**src/rtl/trap_arbiter.sv**
```systemverilog
// Trap arbiter: picks one synchronous exception or external interrupt per
// detect-stage instruction, raises it toward the core, waits for an
// acknowledge, then issues a one-cycle pipeline flush.

package trap_arbiter_pkg;
    // bit3 marks a memory op; bit layout below encodes size and direction
    typedef enum logic [3:0] {
        MEM_NONE = 4'h0,
        MEM_LB   = 4'h8,
        MEM_LH   = 4'h9,
        MEM_LW   = 4'hA,
        MEM_LBU  = 4'hB,
        MEM_LHU  = 4'hC,
        MEM_SB   = 4'hD,
        MEM_SH   = 4'hE,
        MEM_SW   = 4'hF
    } memInstType_t;
endpackage

// One interrupt line: 2-flop synchronizer, rising-edge detect, pending bit.
module trap_irq_lane (
    input  logic clk_i,
    input  logic rst_ni,
    input  logic irq_i,
    input  logic clr_i,
    output logic pend_o
);
    logic sync1, sync2, prev;

    // Synchronize, remember last level, and set pending on a new edge
    // (an edge in the same cycle as a clear keeps the bit set).
    always_ff @(posedge clk_i or negedge rst_ni) begin
        if (!rst_ni) begin
            sync1  <= 1'b0;
            sync2  <= 1'b0;
            prev   <= 1'b0;
            pend_o <= 1'b0;
        end else begin
            sync1  <= irq_i;
            sync2  <= sync1;
            prev   <= sync2;
            pend_o <= (pend_o & ~clr_i) | (sync2 & ~prev);
        end
    end
endmodule

module trap_arbiter
    import trap_arbiter_pkg::*;
#(
    parameter int          NUM_IRQ   = 4,
    parameter logic [31:0] PC_BASE   = 32'h0000_0000,
    parameter logic [31:0] PC_LIMIT  = 32'h0000_FFFC,
    parameter logic [31:0] MEM_BASE  = 32'h0001_0000,
    parameter logic [31:0] MEM_LIMIT = 32'h0001_FFFF
) (
    input  logic               clk_i,
    input  logic               rst_ni,
    input  logic               valid_i,
    input  logic [31:0]        pc_i,
    input  logic [31:0]        dataAddress_i,
    input  memInstType_t       memInstType_i,
    input  logic               priv_i,
    input  logic [31:0]        privCause_i,
    input  logic [NUM_IRQ-1:0] irq_i,
    input  logic [NUM_IRQ-1:0] irqEnable_i,
    input  logic               mieGlobal_i,
    input  logic               trapAck_i,
    input  logic               mret_i,
    output logic               trapReq_o,
    output logic [31:0]        trapCause_o,
    output logic [31:0]        trapInfo_o,
    output logic               trapIsIrq_o,
    output logic               flush_o,
    output logic               inTrap_o,
    output logic [NUM_IRQ-1:0] pending_o
);
    typedef enum logic [1:0] {IDLE, REQ, FLUSH} state_t;

    state_t             state_q, state_d;
    logic [NUM_IRQ-1:0] irq_oh_q, irq_oh, elig, clr_vec;
    logic [31:0]        exc_cause, exc_info, pc_off, addr_off;
    logic [4:0]         irq_idx;
    logic               exc, irq_ok, take, ack_take;
    logic               mem_op, is_store, is_half, is_word, misal;

    // Offset-from-base compares avoid constant-folded "x < 0" checks
    assign pc_off   = pc_i - PC_BASE;
    assign addr_off = dataAddress_i - MEM_BASE;
    assign mem_op   = memInstType_i[3];
    assign is_store = memInstType_i inside {MEM_SB, MEM_SH, MEM_SW};
    assign is_half  = memInstType_i inside {MEM_LH, MEM_LHU, MEM_SH};
    assign is_word  = memInstType_i inside {MEM_LW, MEM_SW};
    assign misal    = (is_half && dataAddress_i[0]) ||
                      (is_word && dataAddress_i[1:0] != 2'b00);

    // Synchronous cause selection in fixed priority order
    always_comb begin
        exc       = 1'b1;
        exc_cause = 32'd0;
        exc_info  = pc_i;
        if (pc_i[1:0] != 2'b00) begin
            exc_cause = 32'd0;
        end else if (pc_off > (PC_LIMIT - PC_BASE)) begin
            exc_cause = 32'd1;
        end else if (mem_op && addr_off > (MEM_LIMIT - MEM_BASE)) begin
            exc_cause = is_store ? 32'd7 : 32'd5;
            exc_info  = dataAddress_i;
        end else if (priv_i) begin
            exc_cause = privCause_i;
        end else if (misal) begin
            exc_cause = is_store ? 32'd6 : 32'd4;
            exc_info  = dataAddress_i;
        end else begin
            exc = 1'b0;
        end
    end

    // Lowest-index eligible interrupt wins
    always_comb begin
        irq_idx = 5'd0;
        for (int i = NUM_IRQ - 1; i >= 0; i--)
            if (elig[i]) irq_idx = 5'(i);
    end

    assign elig     = pending_o & irqEnable_i;
    assign irq_oh   = NUM_IRQ'(1) << irq_idx;
    assign irq_ok   = (|elig) && mieGlobal_i && !inTrap_o && valid_i && !exc;
    assign take     = (state_q == IDLE) && valid_i && (exc || irq_ok);
    assign ack_take = (state_q == REQ) && trapAck_i;
    assign clr_vec  = ack_take ? irq_oh_q : '0;

    for (genvar g = 0; g < NUM_IRQ; g++) begin : g_lane
        trap_irq_lane u_lane (
            .clk_i  (clk_i),
            .rst_ni (rst_ni),
            .irq_i  (irq_i[g]),
            .clr_i  (clr_vec[g]),
            .pend_o (pending_o[g])
        );
    end

    // State register
    always_ff @(posedge clk_i or negedge rst_ni) begin
        if (!rst_ni) state_q <= IDLE;
        else         state_q <= state_d;
    end

    // Next-state: detect -> request -> one-cycle flush
    always_comb begin
        state_d = state_q;
        case (state_q)
            IDLE:    if (take)      state_d = REQ;
            REQ:     if (trapAck_i) state_d = FLUSH;
            FLUSH:                  state_d = IDLE;
            default:                state_d = IDLE;
        endcase
    end

    // Capture the chosen trap; held unchanged until the next accepted trap
    always_ff @(posedge clk_i or negedge rst_ni) begin
        if (!rst_ni) begin
            trapCause_o <= 32'd0;
            trapInfo_o  <= 32'd0;
            trapIsIrq_o <= 1'b0;
            irq_oh_q    <= '0;
        end else if (take) begin
            trapCause_o <= exc ? exc_cause : {1'b1, 31'(irq_idx) + 31'd16};
            trapInfo_o  <= exc ? exc_info : pc_i;
            trapIsIrq_o <= !exc;
            irq_oh_q    <= exc ? '0 : irq_oh;
        end
    end

    // In-trap flag: acknowledge sets, mret clears, set has priority
    always_ff @(posedge clk_i or negedge rst_ni) begin
        if (!rst_ni)       inTrap_o <= 1'b0;
        else if (ack_take) inTrap_o <= 1'b1;
        else if (mret_i)   inTrap_o <= 1'b0;
    end

    assign trapReq_o = (state_q == REQ);
    assign flush_o   = (state_q == FLUSH);
endmodule

```
**config.mk**
```make
export PLATFORM = sky130hd
export DESIGN_NAME = trap_arbiter
export DESIGN_NICKNAME = d
export VERILOG_FILES = /design/src/rtl/trap_arbiter.sv
export SDC_FILE = /design/constraint.sdc
export NUM_CORES = 1
export LEC_CHECK = 0
export CAP_MARGIN = 25
export CORE_UTILIZATION = 40
export CTS_CLUSTER_SIZE = 14
export DETAILED_ROUTE_END_ITERATION = 16
export PLACE_DENSITY = 0.83
export SLEW_MARGIN = 15
export SYNTH_ARGS = -nofsm -noshare
export SYNTH_HDL_FRONTEND = slang
export SYNTH_SLANG_ARGS = --single-unit
```
**constraint.sdc**
```tcl
create_clock -name clk_i -period 2.1 [get_ports clk_i]
set_input_delay 0.63 -clock clk_i [delete_from_list [all_inputs] [get_ports clk_i]]
set_output_delay 0.63 -clock clk_i [all_outputs]
set_load 0.005 [all_outputs]
```
Word level (Yosys, flattened, before mapping)

Index checks and enable logic that the tools add are counted.

Bits in registers: 88
Input bits: 115

Add/sub/neg operators: 2
$lt $le $gt $ge: 2
Equality and inequality tests: 10
Shift operators: 1
Multiplexer cells: 30
Bitwise gates (word level): 21
Reduce and logical (&&, ||, !) cells: 23

Operators with widths:

| kind                                                 | number |
|---|---|
| two-way mux 32 bit                                   | 11 |
| > comparator 32 x 16 -> 1 bit, second input constant | 2 |
| subtractor 32 x 17 -> 32 bit, second input constant  | 1 |
| equality test 4 bit, second input constant           | 6 |
| two-way mux 5 bit                                    | 3 |
| logical AND 1 bit                                    | 10 |
| two-way mux 2 bit                                    | 5 |
| AND 1 bit                                            | 8 |
| two-way mux 4 bit                                    | 2 |
| inverter 1 bit                                       | 8 |
| nonzero test 2 bit                                   | 4 |
| two-way mux 1 bit                                    | 7 |
| adder 5 x 5 -> 6 bit, second input constant          | 1 |
| nonzero test 3 bit                                   | 2 |
| left shift 1 x 5 -> 4 bit, first input constant      | 1 |
| AND 4 bit                                            | 1 |
| != test 2 bit, second input constant                 | 2 |
| bitwise OR 1 bit                                     | 4 |
| one-hot mux 2 bit (2 select lines)                   | 1 |
| OR reduction 4 bit                                   | 1 |
| two-way mux 3 bit                                    | 1 |
| equality test 2 x 1 -> 1 bit, second input constant  | 1 |
| equality test 2 bit, second input constant           | 1 |
| logical NOT 1 bit                                    | 2 |
| 3 further kinds                                      | 4 |

Longest topological paths before layout

Word-level depth: 15
Depth in mapped cells: 9

Modules after synthesis

From an unflattened synthesis, not the netlist that was laid out.

Cells, all modules: 391
Area total of the unflattened synthesis: 3836.2 um^2

By module, submodules not included:

| module        | times used | cells each | area each (um^2) | sequential area each (um^2) |
|---|---|---|---|---|
| trap_arbiter  | 1          | 363        | 3355.7           | 1801.7 |
| trap_irq_lane | 4          | 7          | 120.1            | 100.1 |

Least setup slack after synthesis

OpenSTA, ideal clock, no wires.

Path type: input port to flip-flop
Start: in dataAddress_i[21]
End: reg irq_oh_q[0]
Setup time: 0.083 ns
Arrival: 3.113 ns
Data required time: 2.017 ns
Slack: -1.095 ns
Stages on the path: 7
Buffers on the path: 1
Path through: or4_1 o41ai_2 or4b_1 clkbuf_1 or3_1 or4_1 o21ai_0

Cells in the longest elaborated chain, start to end: 10
Elaborated cells on any way between the ends: 11

RTL lines:

| element                         | line | RTL |
|---|---|---|
| start: declaration              | 60   | `input logic [31:0] dataAddress_i,` |
| subtractor 32 x 17 -> 32 bit *  | 88   | `assign addr_off = dataAddress_i - MEM_BASE;` |
| > comparator 32 x 16 -> 1 bit * | 105  | `end else if (mem_op && addr_off > (MEM_LIMIT - MEM_BASE)) begin` |
| logical AND 1 bit *             | 105  |  |
| two-way mux 1 bit *             | 105  |  |
| two-way mux 1 bit *             | 103  | `end else if (pc_off > (PC_LIMIT - PC_BASE)) begin` |
| two-way mux 1 bit *             | 101  | `if (pc_i[1:0] != 2'b00) begin` |
| logical NOT 1 bit               | 127  | `assign irq_ok = (\|elig) && mieGlobal_i && !inTrap_o && valid_i && !exc;` |
| logical AND 1 bit               | 127  |  |
| logical OR 1 bit                | 128  | `assign take = (state_q == IDLE) && valid_i && (exc \|\| irq_ok);` |
| logical AND 1 bit               | 128  |  |
| end signal: assignment          | 170  | `irq_oh_q <= exc ? '0 : irq_oh;` |
| end: declaration                | 80   | `logic [NUM_IRQ-1:0] irq_oh_q, irq_oh, elig, clr_vec;` |

Every way passes the cells marked *; elsewhere a longest branch is shown, timed or not.
A chain may end at the register's enable or synchronous reset.

Worst setup path in the final report

Start: in pc_i[16]
End: reg trapInfo_o[18]

Cells in the longest elaborated chain, start to end: 7
Elaborated cells on any way between the ends: 10

RTL lines:

| element                         | line | RTL |
|---|---|---|
| start: declaration              | 59   | `input logic [31:0] pc_i,` |
| > comparator 32 x 16 -> 1 bit * | 103  |  |
| two-way mux 1 bit               | 103  |  |
| two-way mux 1 bit               | 101  |  |
| logical NOT 1 bit               | 127  |  |
| logical AND 1 bit               | 127  |  |
| logical OR 1 bit                | 128  |  |
| logical AND 1 bit               | 128  |  |
| end signal: assignment          | 168  | `trapInfo_o <= exc ? exc_info : pc_i;` |
| end: declaration                | 71   | `output logic [31:0] trapInfo_o,` |

Marks and branches as above.

==> impl_metrics.json <==
{
  "synth_edf_count": 0,
  "cp_cell_sequence": "clkdlybuf4s50_1 > nor4_2 > nand4_1 > or4b_4 > buf_6 > o41ai_4 > buf_6 > buf_12 > buf_12 > buf_12 > buf_16 > nand2_4 > o21ai_2",
  "synth.top_cell.area_share": 0.606,
  "outcome": "complete, but fails checks",
  "ys.flop_type": "dfrtp_1",
  "drt_iter0_drc": 167,
  "hpwl_mm": 7.89,
  "cts.path.max_buffers": 2,
  "cts_max_level": 3,
  "drive_above_1_share": 0.258,
  "p_leak_uw": 0.00301,
  "required_ns": 2.39,
  "r2r_setup_slack_ns": -0.07,
  "numCtsBuffers": 9,
  "fin_crit_ns": 3.03,
  "yosysSeqAreaShare": 0.606,
  "place.gp.congestion": 0.932,
  "die-area_um2": 9470,
  "finalHoldViolations": 0,
  "ant_nets": 0,
  "cts.sinks": 88,
  "syn_area_um2": 3630,
  "slew_headroom": 0.712,
  "crit_top_cell": "buf_12",
  "crit_buf_inv": 7,
  "grt_max_degree": 42,
  "endpoint_kind": "flop",
  "power_uw": 5570,
  "ios": 187,
  "io_buffers": 186,
  "track_usage": 0.272,
  "fp.dieH_um": 97.3,
  "synth_area_leaders": "dfrtp_1, a22o_1, o21ai_0",
  "syn_nets": 441,
  "r2r_cells": 10,
  "clk_latency_ns": 0.36,
  "r2r-end": "trapInfo_o[18]",
  "peakVddDrop_uv": 415,
  "synthCells": 326,
  "crit_path_max_fanout": 8,
  "cts_tree": "built",
  "nets": 684,
  "yosys_register_bits": 88,
  "yosysWarnings": 0,
  "initial_core_util": 0.415,
  "vias": 3693,
  "grt_pass1_vias": 3933,
  "antenna_found_initial": 1,
  "maxCapViolations": 0,
  "setup_viol": 70,
  "core_area_um2": 8760,
  "timing.final.ws_setup_ns": -0.931,
  "finalClockSkew_ns": 0.0193,
  "rows": 34,
  "synthDistinctLibCells": 37,
  "cp.arrival_ns": 3.32,
  "syn2layout_area_growth_pct": 86.7,
  "wl_mm": 13.1,
  "hp-class": "input port to async pin",
  "critical_path.top_delay_family": "buffers and inverters",
  "cpPeakStageDelay_ns": 0.54,
  "vias_per_cell": 5.41,
  "crit_type": "input port to flop",
  "violations": "setup timing",
  "tightest_slew_ns": 0.431,
  "mostFrequentLayoutCell": "clkdlybuf4s50_1",
  "final_cell_mix": "clkdlybuf4s50_1, dfrtp_1, buf_4, nand2_1, a22o_1",
  "power_density_nw_per_um2": 821,
  "cts_root_buffer": "clkbuf_8",
  "synthArstFlopShare": 1.00,
  "start_kind": "input port",
  "path_clk_slew_ns": 0.11,
  "reg2reg_from": "g_lane[3].u_lane.pend_o",
  "finalCritPeriodShare": 1.44,
  "grt_pass1_wl_mm": 20.3,
  "first_pass_iters": 4,
  "critPathSlowestCell": "or4b_4",
  "synth_area_leader_cell": "dfrtp_1",
  "wl_per_cell_um": 19.2,
  "fmax_ghz": 0.330,
  "final_util": 0.774,
  "drc_errors": 0,
  "timing.final.max_slew_violations": 0,
  "rsz0062_at_grt": "yes",
  "die_w_um": 97.3,
  "setup_tns_ns": -57.57,
  "syn_area_per_cell_um2": 11.1,
  "grt_overflow": 0
}
[cell usage after synthesis, drive strengths merged (2+ instances only)]
library cell and instances:
dfrtp 88, o21ai 49, nand2 41, a22o 27
a21oi 22, mux2i 14, inv 12, buf 11
clkbuf 11, nor2 6, or4 5, nor4 4
a21o 3, nand2b 3, nand4 3, a21boi 2
a22oi 2, a31oi 2, nor2b 2, o31ai 2
o41ai 2, or3 2, or4b 2
[area by class of cell]
cell class | instances | area (um2)
diodes | 1 | 2.50
clock buffers | 9 | 124
clock inverters | 7 | 73.8
fillers | 550 | 1980
inverters | 12 | 45.0
multi-input cells | 205 | 1530
flip-flops and latches | 88 | 2200
well taps | 108 | 135
repair buffers | 253 | 2670
[per-layer routing]
metal	vias to the layer above	GRT usage	wire, um
met5	-	0	0
met2	195	0.457	6600
li1	1667	-	-
met3	38	0.0561	915
met1	1793	0.341	5120
met4	0	0.121	456
[sequential cells by signal, indices dropped and copies added (netlist names)]
| register | cells |
|---|---|
| trapIsIrq_o | 1 |
| g_lane.u_lane.prev | 4 |
| inTrap_o | 1 |
| state_q | 2 |
| g_lane.u_lane.sync2 | 4 |
| g_lane.u_lane.pend_o | 4 |
| irq_oh_q | 4 |
| trapCause_o | 32 |
| g_lane.u_lane.sync1 | 4 |
| trapInfo_o | 32 |
[power by group]
group	switching [uW]	total [uW]	internal (uW)
registers	229	2230	2000
clock network	705	1170	469
logic	817	2170	1350
[logic make-up (layout without fill, tap and decap cells)]
group | Yosys count | count (layout) | synth area share
AO/OA/AOI/OAI | 117 | 118 | 0.212
flip-flops | 88 | 88 | 0.606
AND/OR/NAND/NOR | 71 | 71 | 0.0933
buffers and inverters | 34 | 281 | 0.0451
multiplexers | 15 | 15 | 0.0417
XOR/XNOR | 1 | 1 | 0.00241
other | 0 | 1 | 0
[timing repair]
item,4_1_cts,5_1_grt
cloned,10,0
setup buffers,12,2
endpoints found under the setup margin,71,72
pin swaps,34,10
hold buffers,0,0
gates resized for setup,99,32
[how the worst max path moves through the flow]
stage / cells past startpoint / slack [ns] / from / end
floorplan: 7 / -1.06 / dataAddress_i[28] / irq_oh_q[2]
global placement: 7 / -1.42 / dataAddress_i[26] / irq_oh_q[2]
detailed placement: 8 / -1.50 / dataAddress_i[28] / trapCause_o[0]
CTS: 13 / -0.96 / dataAddress_i[22] / trapInfo_o[14]
global route: 13 / -0.99 / pc_i[16] / trapInfo_o[18]
finish: 13 / -0.93 / pc_i[16] / trapInfo_o[18]
[metrics by stage]
step                      cells  worst slack [ns]  area (um2)  hold slack [ns]
after floorplan             326             -1.06        3710            0.331
after global placement      643             -1.42        5940            0.332
after detailed placement    643             -1.50        5940            0.337
after CTS                   681            -0.960        6680            0.162
after global routing        683            -0.985        6790            0.157
final                       683            -0.931        6790            0.156
Note: power is estimated with default switching activity, not from simulation.
